<file path="config.mk">
export PLATFORM = sky130hd
export DESIGN_NAME = traffic_sequencer_flat
export DESIGN_NICKNAME = d
export VERILOG_FILES = /design/src/rtl/traffic_sequencer_if.sv /design/src/rtl/traffic_sequencer.sv /design/src/flat_wrapper.sv
export SDC_FILE = /design/constraint.sdc
export NUM_CORES = 1
export LEC_CHECK = 0
export CORE_UTILIZATION = 49
export DETAILED_ROUTE_END_ITERATION = 7
export GPL_TIMING_DRIVEN = 0
export HOLD_SLACK_MARGIN = 0.05
export PLACE_DENSITY = 0.83
export REMOVE_ABC_BUFFERS = 1
export SYNTH_ARGS = -nofsm -noshare
export SYNTH_HDL_FRONTEND = slang
export SYNTH_SLANG_ARGS = --single-unit
</file>
<file path="constraint.sdc">
create_clock -name clk -period 2.51 [get_ports clk]
set_input_delay 0.3765 -clock clk [delete_from_list [all_inputs] [get_ports clk]]
set_output_delay 0.3765 -clock clk [all_outputs]
set_load 0.005 [all_outputs]
</file>
<file path="src/rtl/traffic_sequencer_if.sv">
// Handshake bundle for traffic_sequencer: advance/pedestrian inputs, phase and light outputs.
// master drives the strobes and observes the lights; slave is the sequencer itself.
interface traffic_sequencer_if #(
    parameter int unsigned CNT_W = 6
);
    logic             i_tick;
    logic             i_ped;
    logic [CNT_W-1:0] o_counter;
    logic [2:0]       o_main_light;
    logic [2:0]       o_side_light;
    logic             o_walk;
    logic             o_phase_chg;

    modport master (
        output i_tick,
        output i_ped,
        input  o_counter,
        input  o_main_light,
        input  o_side_light,
        input  o_walk,
        input  o_phase_chg
    );

    modport slave (
        input  i_tick,
        input  i_ped,
        output o_counter,
        output o_main_light,
        output o_side_light,
        output o_walk,
        output o_phase_chg
    );
endinterface

</file>
<file path="src/rtl/traffic_sequencer.sv">
// Phase counter and main/side light sequencer for the intersection controller.
// Optional pedestrian walk logic is enabled by defining TRAFFIC_PED_WALK_EN.
module traffic_sequencer #(
    parameter int unsigned CNT_W   = 6,
    parameter int unsigned T_MY    = 15,
    parameter int unsigned T_AR1   = 17,
    parameter int unsigned T_SG    = 19,
    parameter int unsigned T_SY    = 27,
    parameter int unsigned T_AR2   = 29,
    parameter int unsigned T_CYCLE = 30
) (
    input logic               clk,
    input logic               rst,
    traffic_sequencer_if.slave bus
);

    if (!(T_MY > 0 && T_MY < T_AR1 && T_AR1 < T_SG && T_SG < T_SY &&
          T_SY < T_AR2 && T_AR2 < T_CYCLE && 64'(T_CYCLE) <= (64'd1 << CNT_W)))
    begin : g_bad_params
        $error("traffic_sequencer: phase boundaries must be strictly increasing and fit in CNT_W");
    end

    typedef enum logic [2:0] {
        ST_MG,
        ST_MY,
        ST_AR1,
        ST_SG,
        ST_SY,
        ST_AR2
    } state_t;

    localparam logic [CNT_W-1:0] LP_MY   = CNT_W'(T_MY);
    localparam logic [CNT_W-1:0] LP_AR1  = CNT_W'(T_AR1);
    localparam logic [CNT_W-1:0] LP_SG   = CNT_W'(T_SG);
    localparam logic [CNT_W-1:0] LP_SY   = CNT_W'(T_SY);
    localparam logic [CNT_W-1:0] LP_AR2  = CNT_W'(T_AR2);
    localparam logic [CNT_W-1:0] LP_LAST = CNT_W'(T_CYCLE - 1);

    logic [CNT_W-1:0] r_counter;
    state_t           r_state;
    logic [2:0]       r_main_light;
    logic [2:0]       r_side_light;
    logic             r_phase_chg;
    logic             r_walk;

    logic [CNT_W-1:0] w_cnt_nxt;
    state_t           w_state_nxt;
    logic [2:0]       w_main_nxt;
    logic [2:0]       w_side_nxt;

    always_comb begin
        w_cnt_nxt = r_counter;
        if (bus.i_tick) begin
            w_cnt_nxt = (r_counter == LP_LAST) ? '0 : r_counter + 1'b1;
        end
    end

    // State is a pure range decode of the next count, so it can never drift from the counter.
    always_comb begin
        if (w_cnt_nxt < LP_MY)       w_state_nxt = ST_MG;
        else if (w_cnt_nxt < LP_AR1) w_state_nxt = ST_MY;
        else if (w_cnt_nxt < LP_SG)  w_state_nxt = ST_AR1;
        else if (w_cnt_nxt < LP_SY)  w_state_nxt = ST_SG;
        else if (w_cnt_nxt < LP_AR2) w_state_nxt = ST_SY;
        else                         w_state_nxt = ST_AR2;
    end

    always_comb begin
        w_main_nxt = 3'b100;
        w_side_nxt = 3'b100;
        case (w_state_nxt)
            ST_MG:   w_main_nxt = 3'b001;
            ST_MY:   w_main_nxt = 3'b010;
            ST_SG:   w_side_nxt = 3'b001;
            ST_SY:   w_side_nxt = 3'b010;
            default: ;
        endcase
    end

    always_ff @(posedge clk or posedge rst) begin
        if (rst) begin
            r_counter    <= '0;
            r_state      <= ST_MG;
            r_main_light <= 3'b001;
            r_side_light <= 3'b100;
            r_phase_chg  <= 1'b0;
        end else begin
            r_counter    <= w_cnt_nxt;
            r_state      <= w_state_nxt;
            r_main_light <= w_main_nxt;
            r_side_light <= w_side_nxt;
            r_phase_chg  <= (w_state_nxt != r_state);
        end
    end

`ifdef TRAFFIC_PED_WALK_EN
    logic r_ped_pending;
    logic w_enter_sg;
    logic w_leave_sg;

    assign w_enter_sg = (w_state_nxt == ST_SG) && (r_state != ST_SG);
    assign w_leave_sg = (r_state == ST_SG) && (w_state_nxt != ST_SG);

    // A request coincident with the SIDE_GREEN entry edge is served directly, never left pending.
    always_ff @(posedge clk or posedge rst) begin
        if (rst) begin
            r_ped_pending <= 1'b0;
            r_walk        <= 1'b0;
        end else if (w_enter_sg) begin
            r_walk        <= r_ped_pending | bus.i_ped;
            r_ped_pending <= 1'b0;
        end else begin
            if (w_leave_sg) r_walk <= 1'b0;
            r_ped_pending <= r_ped_pending | bus.i_ped;
        end
    end
`else
    logic w_unused_ped;
    assign w_unused_ped = bus.i_ped;
    assign r_walk       = 1'b0;
`endif

    assign bus.o_counter    = r_counter;
    assign bus.o_main_light = r_main_light;
    assign bus.o_side_light = r_side_light;
    assign bus.o_walk       = r_walk;
    assign bus.o_phase_chg  = r_phase_chg;

endmodule

</file>
<file path="src/flat_wrapper.sv">
// flat-port wrapper written by rule: the top's interface ports become plain ports
module traffic_sequencer_flat 
#(
    parameter int unsigned CNT_W   = 6,
    parameter int unsigned T_MY    = 15,
    parameter int unsigned T_AR1   = 17,
    parameter int unsigned T_SG    = 19,
    parameter int unsigned T_SY    = 27,
    parameter int unsigned T_AR2   = 29,
    parameter int unsigned T_CYCLE = 30
)
  (clk, rst, bus_i_tick, bus_i_ped, bus_o_counter, bus_o_main_light, bus_o_side_light, bus_o_walk, bus_o_phase_chg);
  traffic_sequencer_if #(.CNT_W(CNT_W)) bus_i ();
  input logic clk;
  input logic rst;
  input wire logic [$bits(bus_i.i_tick)-1:0] bus_i_tick;
  input wire logic [$bits(bus_i.i_ped)-1:0] bus_i_ped;
  output wire logic [$bits(bus_i.o_counter)-1:0] bus_o_counter;
  output wire logic [$bits(bus_i.o_main_light)-1:0] bus_o_main_light;
  output wire logic [$bits(bus_i.o_side_light)-1:0] bus_o_side_light;
  output wire logic [$bits(bus_i.o_walk)-1:0] bus_o_walk;
  output wire logic [$bits(bus_i.o_phase_chg)-1:0] bus_o_phase_chg;
  assign bus_i.i_tick = bus_i_tick;
  assign bus_i.i_ped = bus_i_ped;
  assign bus_o_counter = bus_i.o_counter;
  assign bus_o_main_light = bus_i.o_main_light;
  assign bus_o_side_light = bus_i.o_side_light;
  assign bus_o_walk = bus_i.o_walk;
  assign bus_o_phase_chg = bus_i.o_phase_chg;
  traffic_sequencer #(.CNT_W(CNT_W), .T_MY(T_MY), .T_AR1(T_AR1), .T_SG(T_SG), .T_SY(T_SY), .T_AR2(T_AR2), .T_CYCLE(T_CYCLE)) u_core (.clk(clk), .rst(rst), .bus(bus_i));
endmodule
</file>
==> run summary <==
Tightest Pin Transition: 570 ps
maximum vdd drop: 0.671 mV
CP arrival: 2510 ps
Core ar.: 1730 um2
Via density: 5.83
design area: 1110 um2
commonest non-fill, non-tap cell in the layout: clkdlybuf4s50_1
GR peak layer: met2
share of post-route cells with drive strength above 1: 18.3%
outcome: finished clean
Total Negative Setup Slacks: 0 ps
global-route wire length before repair: 3070 um
met2 Usage GRT: 32.5%
final worst-path cycle share: 92.9%
fmax: 429 MHz
Critical Path Start: u_core.bus.o_counter[0]
share of the core filled with cells: 64.3%
Die Area: 2030 um2
pin count of the biggest net entering global routing: 17
root buffer cell: clkbuf_4
Clk pin slew, worst setup/hold paths: 110 ps
Worst Hold Class: input pin to asynchronous set/reset pin
clk sink count: 16
Mean Syn Cell Area: 10.2 um2
unrepaired setup endpoints after global routing: no
Area Overhead vs Synth: 22.3%
H-tree depth: 1
Die Y-Extent: 45.0 um
worst r2r path cells: 8
Routed Antenna Nets: 0
Power Total: 1.30 mW
number of antenna violations at the first check in global routing: 0
worst-skew pair later-pin latency: 300 ps
met3 usage: 2.40%
Async S/R FF share, synth: 100%
pre-CTS setup slack: -188 ps
I/O Pins: 18
ANT cells: 0
die width: 45.0 um
Max Cap Viol: 0
hold buffer count at CTS: 0
most frequent cells in the layout: 14 x clkdlybuf4s50_1, 12 x dfrtp_1, 9 x nor2_1
CTS tree: yes
Residual DRC: 0
Port Buffer Count: 15
Yosys reg bits: 16
P_leak: 0.450 nW
reg2reg end: u_core.bus.o_phase_chg
WS Path Type: flip-flop to flip-flop
critical path fanouts, max: 13
Max clock buf depth: 2
nets@finish: 111
Post-synth EDFFs: 0
WL per Instance: 14.1 um
worst path required time: 2690 ps
Period minus WS final: 2330 ps
most used flip-flop cell after synthesis: dfrtp_1
Worst slew margin: 61.9%
final setup vio count: 0
met1 track demand over resource: 29.6%
num rows: 15
Clock Skew: 16.5 ps
Crit Reg-Reg Startpoint: u_core.bus.o_counter[0]
Inserted Clock Buffers: 3
gr usage total: 21.2%
RePlAce Congestion: 0.882
register area share after synthesis: 44.4%
CP startpoint kind: flip-flop
synthesized area: 907 um2
drt total wl: 1810 um
vias in the first global route: 698
gate count after technology mapping: 89
dpl hpwl: 1260 um
initial core utilization: 52.5%
reg2reg setup slack: 180 ps
Crit. End Element: flip-flop
DRT iter0 DRCs: 14
fill count: 146
Setup Buffers After CTS: 0
Slew Limit Fails: 0
synth warn: 0
DR vias: 752
Unique masters post-synth: 45
Worst Slack Setup Final: 179 ps
PwrDens: 1180 nW/um2
Hold Vio Cnt, Final: 0
drt first pass iters: 4
placed cell area: 1060 um2
GRT Residual Overflow: 0
-- through the flow --
step | hold slack (ps) | instances
3_5_place_dp | 504 | 125
3_3_place_gp | 492 | 125
4_1_cts | 458 | 129
6_report | 431 | 129
2_1_floorplan | 289 | 85
5_1_grt | 509 | 129
-- cell families (layout without fill, tap and decap cells) --
| group | count (synthesis) | count (layout) | synth area share (%) |
|---|---|---|---|
| flops | 16 | 16 | 44.4 |
| fa+ha+maj | 2 | 2 | 2.76 |
| xor+xnor | 5 | 5 | 4.83 |
| mux | 1 | 1 | 1.10 |
| buf+inv | 6 | 21 | 3.86 |
| simple gates | 40 | 40 | 27.2 |
| other cells | 1 | 1 | 0.413 |
| compound gates | 18 | 18 | 15.4 |
-- worst max-delay path, cell delays in order (launching register included) --
cell and delay (ps):
dfrtp_2 520, ha_1 270, nand4_1 160, or3_1 400, a32oi_1 310, o21ai_0 150, o2bb2ai_2 150, xnor2_1 170
o21ai_2 70
-- cell usage after synthesis (all sizes together) (2+ instances only) --
master	count	area, um2
a21oi	2	10.0
and2	4	27.5
buf	4	27.5
dfrtp	14	350
dfstp	2	52.6
ha	2	25.0
inv	2	7.51
nand2	5	18.8
nand3	3	20.0
nand3b	3	22.5
nand4	2	12.5
nor2	9	33.8
nor3b	2	15.0
o21ai	5	28.8
or3	2	17.5
xnor2	2	17.5
xor2	3	26.3
-- worst max-delay path by stage --
stage	endpoint	slack (ps)	depth (start not counted)
2_1_floorplan	u_core.bus.o_phase_chg	370	8
3_3_place_gp	u_core.bus.o_phase_chg	-170	8
3_5_place_dp	u_core.bus.o_phase_chg	-190	8
4_1_cts	u_core.bus.o_phase_chg	70	8
5_1_grt	u_core.bus.o_phase_chg	8	8
6_report	u_core.bus.o_phase_chg	180	8
-- flip-flops by register name, summed over array words and instances (netlist names) --
name,cells
u_core.bus.o_counter,6
u_core.bus.o_main_light,3
u_core.bus.o_side_light,3
u_core.r_state,3
u_core.bus.o_phase_chg,1
-- cell type report --
type	count	area [um2]	area share (%)
well taps	25	31.3	2.82
inverters	2	7.51	0.676
repair buffers	15	153	13.8
clock buffers	4	36.3	3.27
multi-input cells	67	477	43.0
flip-flops and latches	16	405	36.5
-- timing repair --
action / in CTS / in global routing
endpoints found under the hold margin: 0 / 0
resized for setup: 0 / 4
endpoints found under the setup margin: 0 / 2
-- report_power, final --
part / leakage, nW / internal [mW] / total, mW / switching, mW
clock network: 0.0210 / 0.0885 / 0.175 / 0.0862
logic: 0.234 / 0.345 / 0.648 / 0.303
registers: 0.195 / 0.366 / 0.482 / 0.115
total: 0.450 / 0.800 / 1.30 / 0.505
-- metal layers --
metal  wire (um)  vias to the layer above
li1            -                      351
met3          53                        5
met4          37                        0
met5           0                        -
met1         851                      374
met2         871                       22
Power figures use the tool's default switching activity.
==> edit 1 (config.mk and constraints unchanged) <==
`CNT_W` is set to 6 in 3 places; all go to 5.
--- a/src/rtl/traffic_sequencer_if.sv
+++ b/src/rtl/traffic_sequencer_if.sv
@@ -3,3 +3,3 @@
 interface traffic_sequencer_if #(
-    parameter int unsigned CNT_W = 6
+    parameter int unsigned CNT_W = 5
 );
--- a/src/rtl/traffic_sequencer.sv
+++ b/src/rtl/traffic_sequencer.sv
@@ -3,3 +3,3 @@
 module traffic_sequencer #(
-    parameter int unsigned CNT_W   = 6,
+    parameter int unsigned CNT_W   = 5,
     parameter int unsigned T_MY    = 15,
--- a/src/flat_wrapper.sv
+++ b/src/flat_wrapper.sv
@@ -3,3 +3,3 @@
 #(
-    parameter int unsigned CNT_W   = 6,
+    parameter int unsigned CNT_W   = 5,
     parameter int unsigned T_MY    = 15,
Ports: changed (resized bus_o_counter); port bits go from 18 to 17. The function was not compared with the original's and may differ.
==> edit 1 against the unedited design <==
- sequential share of layout area decreased by 2.9 points
- sequential cell count decreased by 1
- critical path type is now in2reg
- die area grew 5.2%
- combinational power up 57%
- clock power fell by 21%
- final cell count fell by 1.6%
- cell area up 1.4%
- fmax grew 4.3%
- wire length decreased by 2.0%
- area after synthesis increased by 5.4%
- power increased by 26%
- largest cell class unchanged
- worst setup slack improved by 0.096 ns
- count of clock-buffer cells in the layout fell by 1
==> edit 1: results (changes against the unedited design) <==
* Outcome: finished clean
* Synth area leaders: dfrtp_1, dfstp_2, o41ai_4
* Gpl congestion at 0.785 (-11%)
* Post-Synth Adder-Cell Area at 0.0262 (-0.00141)
* Worst path slowest cell: clkdlybuf4s50_1
* Final hold slack at 0.431 ns (+0.000185 ns)
* Met2 Wirelength at 897 µm (+3.0%)
* Setup WS pre-CTS at -0.0344 ns (+0.154 ns)
* Sequential share of the synthesized area at 0.395 (-0.0488)
* Pleak at 0.000456 µW (+1.3%)
* First-pass GRT wire length at 2.96 mm (-3.6%)
* Drt via density at 5.64 (-3.3%)
* Inst Count DP at 123 (-1.6%)
* Via count at 716 (-4.8%)
* Synth Area in Compound Gates at 0.285 (+0.131)
* Max_slew headroom at 0.630 (+0.0101)
* DP Wirelength at 1.33 mm (+5.9%)
* Critical R2R Launch: u_core.bus.o_counter[1]
* GRT met3 Usage at 0.0471 (+0.0231)
* Library cells used by synthesis at 48 (+6.7%)
* Clock skew at 0.00676 ns (-0.00978 ns)
* Crit share post-route at 0.890 (-0.0384)
* Most frequent cells after synthesis: dfrtp_1, nand2_1, a21oi_1, nor2_1
* Metal3 WL at 52 µm (-1.9%)
* GRT Util Overall at 0.201 (-0.0110)
* Met1 track demand over resource at 0.246 (-0.0498)
* Initial DRC Count at 15 (+1)
* VDD IR max at 0.623 mV (-7.1%)
* Post-Synthesis Cells at 87 (-2.2%)
* Vias in the first global route at 697 (-0.14%)
* CP arrival at 2.39 ns (-0.12 ns)
* Area share of xor/xnor cells in the synthesized design at 0.0563 (+0.00801)
* Wirelength per Cell at 14.0 µm (-0.44%)
* Worst setup path start: bus_i_tick
* Nets at 109 (-1.8%)
* Buffers on Ports at 14 (-1)
[edit 1: changes by cell type after synthesis, moves of 3 or more]
cell and delta:
o21ai_0 -3, and2_1 -3, nor2_1 -5, inv_2 +3
[edit 1: cell type report]
cell class                 instances  area [µm²]
inverter                           8        37.5
clock inverter                     1        5.00
clock buffer                       3        22.5
sequential                        15         378
timing repair buffer              14         140
multi-input combinational         61         510
tap                               25        31.3
fill                             156         658
[edit 1: power by group]
| group | total (µW) | switching [µW] | internal [µW] | leakage [µW] |
|---|---|---|---|---|
| sequential | 479 | 122 | 357 | 0.000182 |
| combinational | 1020 | 540 | 481 | 0.000256 |
| clock | 139 | 80.2 | 59.2 | 0.0000177 |
[edit 1: worst reg2reg max path, cell delays in order (launching register included)]
cell	delay [ns]
dfrtp_1	0.47
inv_1	0.07
ha_1	0.22
o2111ai_1	0.29
a22oi_2	0.16
inv_2	0.15
o41ai_4	0.11
a2111oi_2	0.38
o221ai_2	0.15
==> edit 2 (same settings) <==
Made on the original files. Compare `r_counter` against `LP_LAST` with >= in place of ==.
--- a/src/rtl/traffic_sequencer.sv
+++ b/src/rtl/traffic_sequencer.sv
@@ -53,3 +53,3 @@
         if (bus.i_tick) begin
-            w_cnt_nxt = (r_counter == LP_LAST) ? '0 : r_counter + 1'b1;
+            w_cnt_nxt = (r_counter >= LP_LAST) ? '0 : r_counter + 1'b1;
         end
Behaviour: no difference found for any inputs over 10 cycles, from zero or initial values and one cycle with rst high; that may be too few to reach the edited logic, so the function may still have changed.
==> edit 2 against the unedited design <==
- clock skew down 0.0016 ns
- area after synthesis up 21%
- sequential cell count unchanged
- power up 25%
- combinational power up 44%
- worst hold slack worse by 0.013 ns
- worst setup slack worse by 0.056 ns
- wire length up 28%
- cell area up 18%
==> edit 2: results (changes against the unedited design) <==
* Critical R2R Launch: u_core.bus.o_counter[1]
* First-pass iteration count of the detailed router at 4 (unchanged)
* Pin count of the biggest net entering global routing at 19 (+2)
* Synth area leaders: dfrtp_1, dfstp_2, ha_1
* Multi-input gate count at 82 (+22%)
* Critical-path maximum fanout at 9 (-4)
* Fill cell count at 157 (+7.5%)
* R2R setup slack at 0.12 ns (-0.06 ns)
* Pleak at 0.000549 µW (+22%)
* Buffer share of cell area at 0.131 (-0.00619)
* Sequential share of the synthesized area at 0.368 (-0.0757)
* CP arrival at 2.56 ns (+0.05 ns)
* Post-cts resize count at 2 (+2)
* CTS clock-pin slew for the worst setup and hold paths at 0.11 ns (about the same)
* Clock network area share at 0.0278 (-0.00489)
* Post-synth EDFFs at 0 (unchanged)
* Max stage delay on crit path at 0.50 ns (-0.02 ns)
* Gpl congestion at 0.886 (+0.52%)
* Worst skew pair latency at 0.31 ns
* Clock skew at 0.0150 ns (-0.00159 ns)
* Sequential cell count at 16 (unchanged)
* DRT Wirelength at 2.32 mm (+28%)
* Area share of xor/xnor cells in the synthesized design at 0.0400 (-0.00823)
* Outcome: finished clean
* VDD IR max at 0.679 mV (+1.2%)
* Post-Synth Adder-Cell Area at 0.0343 (+0.00674)
* R2R depth at 9 (+1)
* Inverters at 5 (+3)
* GRT Util Overall at 0.203 (-0.00883)
* Worst Max-Slew Pin Slew at 0.639 ns (+0.0687 ns)
* Initial DRC Count at 26 (+12)
* Share of cells above drive strength 1 at 0.224 (+0.0413)
* Mux contribution to synthesized area at 0.0183 (+0.00727)
* Vias in the first global route at 817 (+17%)
* Synth Area in Compound Gates at 0.257 (+0.103)
* DP Wirelength at 1.64 mm (+30%)
* Final hold slack at 0.418 ns (-0.0130 ns)
* Most frequent cells after synthesis: dfrtp_1, nand2_1, nor2_1
* Nets at 133 (+20%)
* Ys Warns at 0 (unchanged)
* Signal buffers at 18 (+3)
* Area of the multi-input gates at 639 µm² (+34%)
* Ys flop type: dfrtp_1
* Library cells used by synthesis at 52 (+16%)
* Drt via density at 6.05 (+3.7%)
* Max reg flops at 6 (unchanged)
* Hold Fails Final Rpt at 0 (unchanged)
* Worst path slowest cell: dfrtp_2
* First-pass GRT wire length at 3.65 mm (+19%)
edit 2: cell count changes in the layout (fill, tap and decap cells not counted), sizes merged, moves of 3 or more:
cell	unedited run	this run
nand2	5	10
o21ai	5	2
buf	0	3
a21oi	2	5
inv	2	5
a31oi	1	4
edit 2: per-stage QoR:
step	TNS (ns)	utilization	instances	setup WS [ns]	cell area, µm²
floorplan	0	-	103	0.276	1050
global placement	-0.261	0.610	145	-0.246	1230
detailed placement	-0.647	0.610	145	-0.334	1230
CTS	0	0.627	149	0.0261	1270
global route	0	0.645	152	0.0133	1310
finish	0	0.645	152	0.123	1310
edit 2: per-layer routing:
metal	vias up	GRT usage	wire, µm
met5	-	0	0
met4	0	0.123	55
met3	7	0.0498	123
met2	37	0.313	1120
met1	438	0.254	1020
li1	437	-	-
edit 2: where the power goes:
group / switching [µW] / total, µW / internal, µW
sequential: 140 / 514 / 375
combinational: 467 / 932 / 465
clock: 91.2 / 180 / 88.6
